==> src/rtl/digit_entry_pkg.sv <==
// Shared types and sizes for the digit entry write controller.
package digit_entry_pkg;

    localparam int NUM_DIGITS = 8;
    localparam int DIGIT_W    = 4;
    localparam int SEL_W      = 3;

    typedef enum logic [1:0] {
        IDLE  = 2'd0,
        WRITE = 2'd1,
        CLEAR = 2'd2
    } state_t;

    // Index of the final digit touched by a clear sweep.
    localparam logic [SEL_W-1:0] LAST_SEL = SEL_W'(NUM_DIGITS - 1);

endpackage

==> src/rtl/digit_entry_ctrl_button_debouncer.sv <==
// Raw push-button conditioning: 2-flop synchronizer, level debouncer,
// and a one-cycle pulse on each debounced rising edge (press only).
module button_debouncer #(
    parameter int DEBOUNCE_CYCLES = 1000000
) (
    input  logic CLK,
    input  logic rst,
    input  logic btn_raw,
    output logic press
);

    localparam int CNT_W = $clog2(DEBOUNCE_CYCLES);
    localparam logic [CNT_W-1:0] CNT_LAST = CNT_W'(DEBOUNCE_CYCLES - 1);

    logic             r_sync1;
    logic             r_sync2;
    logic             r_db;
    logic             r_db_d;
    logic [CNT_W-1:0] r_cnt;

    // Bring the asynchronous button into the clock domain.
    always_ff @(posedge CLK) begin
        if (rst) begin
            r_sync1 <= 1'b0;
            r_sync2 <= 1'b0;
        end else begin
            r_sync1 <= btn_raw;
            r_sync2 <= r_sync1;
        end
    end

    // Flip the debounced level only after a full run of disagreeing samples;
    // any agreeing sample restarts the run.
    always_ff @(posedge CLK) begin
        if (rst) begin
            r_cnt <= '0;
            r_db  <= 1'b0;
        end else if (r_sync2 == r_db) begin
            r_cnt <= '0;
        end else if (r_cnt == CNT_LAST) begin
            r_db  <= r_sync2;
            r_cnt <= '0;
        end else begin
            r_cnt <= r_cnt + CNT_W'(1);
        end
    end

    // Delayed copy of the debounced level for edge detection.
    always_ff @(posedge CLK) begin
        if (rst) begin
            r_db_d <= 1'b0;
        end else begin
            r_db_d <= r_db;
        end
    end

    assign press = r_db & ~r_db_d;

endmodule

==> src/rtl/digit_entry_ctrl.sv <==
// Write-stream generator for the 8-digit display register file:
// one store per "wr" press at an auto-incrementing digit, or an
// 8-cycle zero sweep on a "clr" press. All outputs come from flops.
//
// state | meaning
// IDLE  | waiting for a debounced press, outputs quiet
// WRITE | single-cycle store of the captured switch value at ptr
// CLEAR | writing zero to digits 0..7, one per cycle
module digit_entry_ctrl
    import digit_entry_pkg::*;
#(
    parameter int DEBOUNCE_CYCLES = 1000000
) (
    input  logic               CLK,
    input  logic               rst,
    input  logic               btn_wr,
    input  logic               btn_clr,
    input  logic [DIGIT_W-1:0] sw_num,
    output logic               wr,
    output logic [DIGIT_W-1:0] num,
    output logic [SEL_W-1:0]   sel,
    output logic               busy
);

    logic w_press_wr;
    logic w_press_clr;

    state_t             r_state;
    logic               r_wr;
    logic [DIGIT_W-1:0] r_num;
    logic [SEL_W-1:0]   r_sel;
    logic               r_busy;
    logic [SEL_W-1:0]   r_ptr;
    logic [SEL_W-1:0]   r_clr_idx;

    button_debouncer #(
        .DEBOUNCE_CYCLES(DEBOUNCE_CYCLES)
    ) u_db_wr (
        .CLK     (CLK),
        .rst     (rst),
        .btn_raw (btn_wr),
        .press   (w_press_wr)
    );

    button_debouncer #(
        .DEBOUNCE_CYCLES(DEBOUNCE_CYCLES)
    ) u_db_clr (
        .CLK     (CLK),
        .rst     (rst),
        .btn_raw (btn_clr),
        .press   (w_press_clr)
    );

    // Sequencer: outputs are set on the edge that enters each state, so the
    // write strobe lines up with the state it belongs to. Presses seen
    // outside IDLE are dropped; clear wins over a simultaneous write.
    always_ff @(posedge CLK) begin
        if (rst) begin
            r_state   <= IDLE;
            r_wr      <= 1'b0;
            r_num     <= '0;
            r_sel     <= '0;
            r_busy    <= 1'b0;
            r_ptr     <= '0;
            r_clr_idx <= '0;
        end else begin
            case (r_state)
                IDLE: begin
                    if (w_press_clr) begin
                        r_state   <= CLEAR;
                        r_clr_idx <= '0;
                        r_wr      <= 1'b1;
                        r_num     <= '0;
                        r_sel     <= '0;
                        r_busy    <= 1'b1;
                    end else if (w_press_wr) begin
                        r_state <= WRITE;
                        r_wr    <= 1'b1;
                        r_num   <= sw_num;
                        r_sel   <= r_ptr;
                        r_busy  <= 1'b1;
                    end else begin
                        r_wr   <= 1'b0;
                        r_busy <= 1'b0;
                    end
                end
                WRITE: begin
                    r_state <= IDLE;
                    r_wr    <= 1'b0;
                    r_busy  <= 1'b0;
                    r_ptr   <= r_ptr + SEL_W'(1);
                end
                CLEAR: begin
                    if (r_clr_idx == LAST_SEL) begin
                        r_state <= IDLE;
                        r_wr    <= 1'b0;
                        r_busy  <= 1'b0;
                        r_ptr   <= '0;
                    end else begin
                        r_clr_idx <= r_clr_idx + SEL_W'(1);
                        r_sel     <= r_clr_idx + SEL_W'(1);
                    end
                end
                default: begin
                    r_state <= IDLE;
                    r_wr    <= 1'b0;
                    r_busy  <= 1'b0;
                end
            endcase
        end
    end

    assign wr   = r_wr;
    assign num  = r_num;
    assign sel  = r_sel;
    assign busy = r_busy;

endmodule
==> config.mk <==
export PLATFORM = sky130hd
export DESIGN_NAME = digit_entry_ctrl
export DESIGN_NICKNAME = d
export VERILOG_FILES = /design/src/rtl/digit_entry_pkg.sv /design/src/rtl/digit_entry_ctrl_button_debouncer.sv /design/src/rtl/digit_entry_ctrl.sv
export SDC_FILE = /design/constraint.sdc
export NUM_CORES = 1
export LEC_CHECK = 0
export BUFFER_PORTS_ARGS = -buffer_cell sky130_fd_sc_hd__clkbuf_2
export CORE_ASPECT_RATIO = 0.6
export CORE_MARGIN = 4
export CORE_UTILIZATION = 30
export CTS_CLUSTER_DIAMETER = 200
export DETAILED_ROUTE_END_ITERATION = 6
export PLACE_DENSITY_LB_ADDON = 0.2
export SLEW_MARGIN = 30
export SYNTH_ARGS = -nofsm -noshare
export SYNTH_HDL_FRONTEND = slang
export SYNTH_SLANG_ARGS = --single-unit
export TNS_END_PERCENT = 1
==> constraint.sdc <==
create_clock -name CLK -period 2.34 [get_ports CLK]
set_clock_uncertainty 0.05 [all_clocks]
set_input_delay 0.468 -clock CLK [delete_from_list [all_inputs] [get_ports CLK]]
set_output_delay 0.468 -clock CLK [all_outputs]
set_load 0.05 [all_outputs]
* After elaboration in Yosys (flattened, before gate mapping)
Index checks and enable logic that the tools add are counted.
** Storage, ports and cells
- Register bits after elaboration :: 64
- Bits of input ports :: 8
- Output and inout bits :: 9
- Logic and storage cells :: 68
** Cells by class
- $add $sub $neg :: 4
- Eq/ne operators :: 11
- Muxes and demuxes :: 18
- Bitwise logic cells :: 6
- Reductions and logical operators :: 13
** Operators by type and width (number)
- $add 20x1->20 const B :: 2
- $eq 20x20->1 const B :: 2
- $pmux 3 s2 :: 3
- $mux 3 :: 5
- $reduce_and 2->1 :: 5
- $mux 4 :: 2
- $add 3x1->3 const B :: 2
- $mux 2 :: 3
- $reduce_and 3->1 :: 2
- $reduce_bool 2->1 :: 3
- $reduce_or 3->1 :: 2
- $ne 2x2->1 const B :: 2
- $not 1->1 :: 4
- $pmux 2 s2 :: 1
- $eq 3x3->1 const B :: 1
- $mux 1 :: 3
- $ne 3x1->1 const B :: 1
- $and 1x1->1 :: 2
- $eq 1x1->1 :: 2
- $eq 2x1->1 const B :: 1
- $eq 2x2->1 const B :: 1
- $logic_not 2->1 :: 1
- $ne 2x1->1 const B :: 1
- $pmux 1 s2 :: 1

* Longest topological paths before layout
Gate-level depths: netlist of the first run.
- Word-level depth :: 5
- Depth in mapped cells :: 6
- Depth with buffers taken out :: 6

* By module
Synthesis of the first run repeated with hierarchy kept, for this count alone.
** Second synthesis, totals
- Cells, all modules :: 315
- Area, all modules :: 2881.5 sq um
** By module, submodules not included
- button_debouncer :: instances 2, cells each 116, area each 1048.5 sq um, seq. area each 480.5 sq um
- digit_entry_ctrl :: instances 1, cells each 83, area each 784.5 sq um, seq. area each 320.3 sq um

* Worst setup path before layout of the first run
No wires, ideal clock.
- Kind :: reg2reg
- Start point :: reg u_db_wr.r_cnt[0]
- End point :: reg u_db_wr.r_cnt[15]
- Setup time :: 115 ps
- Data arrival time :: 1726 ps
- Required time :: 2175 ps
- Slack :: 449 ps
- Cell stages (with the launch flop) :: 7
- Buffers on the path :: 1
- Clock period less this slack :: 1891 ps
- Cells stage by stage :: dfxtp_1 ha_1 nand3_2 or4_4 o21ai_4 buf_6 nor2_1
** On the way
- Cells in the longest elaborated chain, start to end :: 2
- Elaborated cells between the ends (all ways) :: 3
- Classes of those cells :: add/sub (1); eq/ne (1); reduce/logical (1)
** Ends and longest elaborated chain
- from (decl) :: RTL line digit_entry_ctrl_button_debouncer.sv:19 : logic [CNT_W-1:0] r_cnt;
- from (signal assigned) :: RTL line digit_entry_ctrl_button_debouncer.sv:44 : r_cnt <= r_cnt + CNT_W'(1);
- branches (longest 2 deep; another with $add 20x1->20)
Parallel ways; which one is timed is not known.
A chain may end at the register's enable or synchronous reset.

* Worst setup path in the final report of the first run
- Start point :: reg u_db_wr.r_cnt[0]
- End point :: reg u_db_wr.r_db
** On the way
- Cells in the longest elaborated chain, start to end :: 2
** Ends and longest elaborated chain
- $eq 20x20->1 :: RTL line digit_entry_ctrl_button_debouncer.sv:40 : end else if (r_cnt == CNT_LAST) begin
- $reduce_and 2->1 (no source line)
- to (signal assigned) :: RTL line digit_entry_ctrl_button_debouncer.sv:41 : r_db <= r_sync2;
- to (decl) :: RTL line digit_entry_ctrl_button_debouncer.sv:17 : logic r_db;
Every way passes these cells.

==> results.tsv, run 1 <==
stage	metric	value	unit
outcome	status	completed	
timing	Hold Violations, Final	0	
pwr	post-layout power	2.302	mW
global_route	GR peak layer	met1	
critical_path	CP arrival	2.19	ns
final_layout	Syn-to-layout area delta	17.59	%
global_route	met1 Use GR	0.1722	
global_route	total track usage	0.1134	
timing	Worst Hold Margin	0.3005	ns
run	max_cap viols	0	
floorplanning	Starting Density	0.3081	
placement	pre-CTS WS	0.3668	ns
cts	Clk pin slew, worst setup/hold paths	0.05	ns
global_route	vias in the first global route	2040	
synth	Synth cell types	45	
timing	setup slack after layout	0.3581	ns
final_layout	layout cell share with drive strength beyond 1	0.1408	
route	wirelength, routed	6037	µm
cts	Hold-fix buffers, CTS	0	
timing	TNS Setup	0	ns
cts	post_cts resized	0	
critical_path	R2R Setup Slk	0.36	ns
floorplanning	I/O pins	17	
cts	Post-CTS Setup Bufs	0	
hold_path	Hold Crit Start	btn_clr	
hold_path	hold endpoint	u_db_clr.r_sync1	
floorplanning	Core ar.	0.009189	mm²
timing	fmax	0.5046	GHz
synth	Mapped Avg Cell Area	8.960	µm²
timing	max_slew headroom	0.5171	
critical_path	worst-path fanout max	8	
critical_path	CP Class	reg -> reg	
cts	clock tree sinks	64	
final_layout	Layout Nets	351	
synth	Mapped Nets	329	
cts	CTS Buf Count	9	
timing	fin crit share	0.8470	
floorplanning	Vert. Die Dim	83.25	µm
timing	Worst-Margin Slew	0.7167	ns
global_route	initial antenna violation count	0	
final_layout	FF/Latch Area	0.001281	mm²
timing	Slew Limit Fails	0	
placement	Placed Area	0.003068	mm²
final_layout	Non-Filler Instances	471	
route	DR DRC count	0	
synth	EDFF count, synth	0	
final_layout	Final Util	0.3623	
route	1st-iter DRT viols	158	
cts	CTS Buffer Depth	2	
final_layout	area of the multi-input gates	0.001458	mm²
critical_path	type of element capturing the critical path	register	
global_route	first-pass GRT wire length	10130	µm
route	Routed Antenna Nets	0	
hold_path	Worst Hold Path Cells	2	
final_layout	FILL cells	967	
timing	Tmin final	1.982	ns
placement	DP Wirelength	4355	µm
pwr	power per cell area	691.4	mW/mm²
cts	Root Buffer	clkbuf_16	
global_route	M2 GR Usage	0.1344	
route	vias per cell	4.860	
synth	synthesized flop and latch total	64	
route	drt first pass iters	4	
pwr	Pleak	1.090	nW
global_route	largest net degree at the start of global routing	21	
cts	Skew-Pair Late Insertion Delay	0.33	ns
final_layout	Post-Layout Inst Area	0.003329	mm²
placement	Final Wtd Congestion	0.8117	
synth	Async SR Flop Fraction	0	
floorplanning	DIE WIDTH	133.4	µm
pwr	VDD IR max	0.0003609	V
synth	Post-Synthesis Cells	316	
synth	Seq/Total Area, Yosys	0.4525	
synth	Yosys warnings	0	
cts	CTS tree	built	
route	wire per inst	12.82	µm
global_route	met3 GRT Util	0.04116	
global_route	Overflow after GRT	0	
critical_path	R2R Path End	u_db_wr.r_db	
critical_path	Worst EP required	2.55	ns
critical_path	Worst R2R Start	u_db_wr.r_cnt[0]	
synth	top_reg_cell synth	dfxtp_1	
hold_path	worst hold-check path type	in -> reg	
timing	RSZ-0062 raised after global routing	no	
synth	Mapped Area	0.002831	mm²
cts	H-tree depth	3	
placement	port bufs	16	
placement	DP Cell Count	457	
floorplanning	die footprint	0.01111	mm²
final_layout	antenna cells	0	
critical_path	worst-case reg-to-reg path depth	5	
floorplanning	Cell Rows	27	
route	routed vias	2289	
timing	# setup viols final	0	
critical_path	Worst setup SP type	register	
worst max path at each step:
stage                     cells past startpoint              from           endpoint
after floorplan                               6  u_db_wr.r_cnt[0]  u_db_wr.r_cnt[15]
after global routing                          5  u_db_wr.r_cnt[0]       u_db_wr.r_db
after global placement                        5  u_db_wr.r_cnt[0]       u_db_wr.r_db
after CTS                                     6  u_db_wr.r_cnt[0]   u_db_wr.r_cnt[7]
after detailed placement                      6  u_db_wr.r_cnt[0]   u_db_wr.r_cnt[7]
final                                         5  u_db_wr.r_cnt[0]       u_db_wr.r_db
cells by family after synthesis:
| kind of cell | share of synthesized area |
|---|---|
| simple gates | 0.2961 |
| flops | 0.4525 |
| compound gates | 0.1003 |
| xor+xnor | 0.09280 |
| buf+inv | 0.03270 |
| fa+ha+maj | 0.02209 |
| mux | 0.003535 |
where the power goes:
group	internal, mW	switching [mW]
clock	0.726	0.450
sequential	1.10	0.00271
combinational	0.0110	0.0173
synth_stat cells (2+ instances only):
cell,count,area share
o21ai_0,9,0.016
and4_1,4,0.012
xnor2_1,17,0.053
xor2_1,13,0.040
nand2_1,13,0.017
nand2b_1,2,0.0044
nor2b_1,11,0.024
a31o_2,2,0.0062
nand4_1,16,0.035
nor4b_1,2,0.0062
a2111oi_0,2,0.0062
ha_1,5,0.022
inv_1,9,0.012
a21oi_1,14,0.025
dfxtp_1,64,0.45
or3_1,8,0.018
a222oi_1,2,0.0071
a22oi_1,4,0.011
and2_1,2,0.0044
nor4_1,8,0.018
buf_2,2,0.0035
nor3_1,11,0.019
nor2_1,51,0.068
a21boi_0,2,0.0053
or4_4,2,0.0080
clkbuf_1,8,0.011
nand3_1,11,0.019
nor4bb_1,4,0.014
and3_1,2,0.0044
sequential cells by signal, indices dropped and copies added (netlist names), 2 cells and up:
name / count
num: 4
r_clr_idx: 3
r_ptr: 3
r_state: 2
sel: 3
u_db_clr.r_cnt: 20
u_db_wr.r_cnt: 20
final cells by class:
type,count,area share
clock inverter,4,0.006764
tap,130,0.04885
sequential,64,0.3848
multi-input combinational,231,0.4378
inverter,9,0.01015
clock buffer,10,0.07178
timing repair buffer,23,0.03983
layer usage:
metal | vias up | part of all wire
met1 | 1049 | 0.56
li1 | 1173 | -
met2 | 54 | 0.35
met3 | 13 | 0.068
met5 | - | 0
met4 | 0 | 0.019
critical path, cell delays in order, from the launching register on:
cell,delay [ns]
dfxtp_1,0.38
ha_1,0.22
nand3_2,0.19
or4_4,0.59
or3_1,0.36
a21oi_1,0.12
layout by cell type (no fill, tap or decap), types with 13 or more instances in the layout:
master	netlist	routed
dfxtp_1	64	64
nor2_1	51	51
xnor2_1	17	17
nand4_1	16	16
clkbuf_2	0	16
a21oi_1	14	14
xor2_1	13	13
nand2_1	13	13
Note: power is estimated with default switching activity, not from simulation.
==> run 2: changes to the inputs <==
==> constraint.sdc (replaced) <==
create_clock -name CLK -period 2.05 [get_ports CLK]
set_clock_uncertainty 0.05 [all_clocks]
set_input_delay 0.41 -clock CLK [delete_from_list [all_inputs] [get_ports CLK]]
set_output_delay 0.41 -clock CLK [all_outputs]
set_load 0.05 [all_outputs]
==> run 2 against run 1 <==
Net effect: hold slack lost 0.060 ns; setup slack lost 0.16 ns; register-to-register slack lost 0.16 ns; non-clock buffer count grew 9; fmax grew 7.0%; first-iteration DRC count shrank 5.7%; via count grew 0.13%; power grew 22%; utilization grew 1.2 points; routed wire length grew 1.1%.
==> results.tsv, run 2 (synthesis results as in run 1) <==
stage	metric	value	unit	change
placement	Placed Area	0.003136	mm²	+2.2%
pwr	Clock power frac	0.543		+0.032
placement	Final Wtd Congestion	0.8088		-0.36%
pwr	post-layout power	2.811	mW	+22%
critical_path	CP Class	reg -> reg		
floorplanning	Cell Rows	27		unchanged
timing	Worst Hold Margin	0.2403	ns	-0.06017 ns
timing	fmax	0.5397	GHz	+7.0%
route	Routed Antenna Nets	0		unchanged
placement	pre-CTS WS	0.2240	ns	-0.1428 ns
global_route	GR peak layer	met1		
cts	clock tree sinks	64		unchanged
final_layout	Layout Nets	360		+2.6%
floorplanning	Starting Density	0.3081		unchanged
outcome	status	completed		
final_layout	Non-Filler Instances	482		+2.3%
final_layout	FILL cells	968		+0.10%
route	routed vias	2292		+0.13%
timing	Hold Violations, Final	0		unchanged
timing	max_slew headroom	0.6912		+0.1740
cts	Skew-Pair Late Insertion Delay	0.33	ns	about the same
floorplanning	DIE WIDTH	133.4	µm	unchanged
timing	TNS Setup	0	ns	unchanged
global_route	M2 GR Usage	0.1455		+0.01105
floorplanning	I/O pins	17		unchanged
placement	port bufs	16		unchanged
final_layout	antenna cells	0		unchanged
hold_path	worst hold-check path type	in -> reg		
timing	Tmin final	1.853	ns	-0.1291 ns
final_layout	commonest non-fill, non-tap cell in the layout	dfxtp_1		
placement	DP Wirelength	4321	µm	-0.79%
final_layout	Final Util	0.3739		+0.01157
timing	fin crit share	0.9038		+0.05682
global_route	first-pass GRT wire length	10350	µm	+2.2%
run	max_cap viols	0		unchanged
pwr	Switching Fraction	0.1942		-0.01002
cts	Hold-fix buffers, CTS	0		unchanged
pwr	Comb power frac	0.012		about the same
cts	H-tree depth	3		unchanged
timing	RSZ-0062 raised after global routing	no		
final_layout	commonest non-fill, non-tap cells in the layout	dfxtp_1, nor2_1, xnor2_1		
global_route	largest net degree at the start of global routing	21		unchanged
route	DR DRC count	0		unchanged
timing	Slew Limit Fails	0		unchanged
cts	CTS Buffer Depth	2		unchanged
critical_path	Worst EP required	2.21	ns	-0.34 ns
pwr	switching power	0.5458	mW	+16%
cts	Clk pin slew, worst setup/hold paths	0.05	ns	about the same
placement	DP Cell Count	466		+2.0%
route	drt first pass iters	4		unchanged
floorplanning	Core ar.	0.009189	mm²	unchanged
floorplanning	die footprint	0.01111	mm²	unchanged
timing	setup slack after layout	0.1972	ns	-0.1609 ns
pwr	VDD IR max	0.0004652	V	+29%
cts	CTS tree	built		
pwr	Pleak	1.155	nW	+5.9%
cts	Root Buffer	clkbuf_16		
global_route	total track usage	0.1157		+0.002255
route	1st-iter DRT viols	149		-5.7%
global_route	met1 Use GR	0.1739		+0.001648
final_layout	Syn-to-layout area delta	21.34	%	
final_layout	Post-Layout Inst Area	0.003436	mm²	+3.2%
floorplanning	Vert. Die Dim	83.25	µm	unchanged
global_route	met3 GRT Util	0.04722		+0.006053
pwr	part of the power in registers	0.446		-0.031
route	vias per cell	4.755		-2.2%
cts	CTS Buf Count	9		unchanged
timing	# setup viols final	0		unchanged
timing	Worst-Margin Slew	0.4623	ns	-0.2544 ns
critical_path	CP arrival	2.02	ns	-0.17 ns
critical_path	Worst setup SP type	register		
global_route	Overflow after GRT	0		unchanged
pwr	internal power	2.265	mW	+24%
global_route	vias in the first global route	2110		+3.4%
global_route	initial antenna violation count	0		unchanged
pwr	power per cell area	818.2	mW/mm²	+18%
critical_path	type of element capturing the critical path	register		
cts	post_cts resized	0		unchanged
critical_path	worst-path fanout max	11		+3
final_layout	layout cell share with drive strength beyond 1	0.1619		+0.02117
route	wire per inst	12.66	µm	-1.2%
route	wirelength, routed	6104	µm	+1.1%
cts	Post-CTS Setup Bufs	0		unchanged
-- run 2: cell types whose count changed in the layout (fill, tap and decap cells not counted) --
cell,before,now
clkbuf_1,0,2
buf_4,7,16
clkinvlp_4,1,0
bufinv_16,0,1
clkbuf_8,1,2
clkinv_2,3,2
-- run 2: layer usage --
layer / up-vias / routed length, µm / share of wire
met5: - / 0 / 0
met4: 0 / 80 / 0.013
met3: 9 / 314 / 0.051
met2: 45 / 2145 / 0.35
met1: 1050 / 3564 / 0.58
li1: 1188 / - / -
-- run 2: final cells by class --
type | count | area (µm²) | share of cell area
Clock buffer | 13 | 260.3 | 0.07575
Inverter | 9 | 33.78 | 0.009832
Multi-Input combinational cell | 231 | 1458 | 0.4243
Tap cell | 130 | 162.7 | 0.04734
Timing Repair Buffer | 32 | 200.2 | 0.05827
Sequential cell | 64 | 1281 | 0.3729
Clock inverter | 3 | 40.04 | 0.01165
-- run 2: path summary, 6_finish.rpt --
| kind | endpoint | slack (ns) | from | cells after the start |
|---|---|---|---|---|
| worst max-delay path | u_db_wr.r_cnt[5] | 0.20 | u_db_wr.r_cnt[0] | 6 |
| worst min-delay path | u_db_clr.r_sync1 | 0.24 | btn_clr | 2 |
| worst max register to register | u_db_wr.r_cnt[5] | 0.20 | u_db_wr.r_cnt[0] | 6 |
| worst min register to register | u_db_clr.r_sync2 | 0.39 | u_db_clr.r_sync1 | 1 |
-- run 2: critical path, stage by stage (launching register included) --
cell and delay, ns:
dfxtp_1 0.38, ha_1 0.22, nand3_2 0.09, or4_4 0.55
o21ai_4 0.17, buf_4 0.21, nor2_1 0.07
-- run 2: power by group through the flow --
stage	clock [mW]	combinational (mW)	sequential [mW]
4_1_cts	1.58	0.0330	1.25
5_1_grt	1.62	0.0367	1.25
2_1_floorplan	0	0.0195	1.28
6_report	1.53	0.0324	1.25
3_5_place_dp	0	0.0329	1.28
3_3_place_gp	0	0.0327	1.28
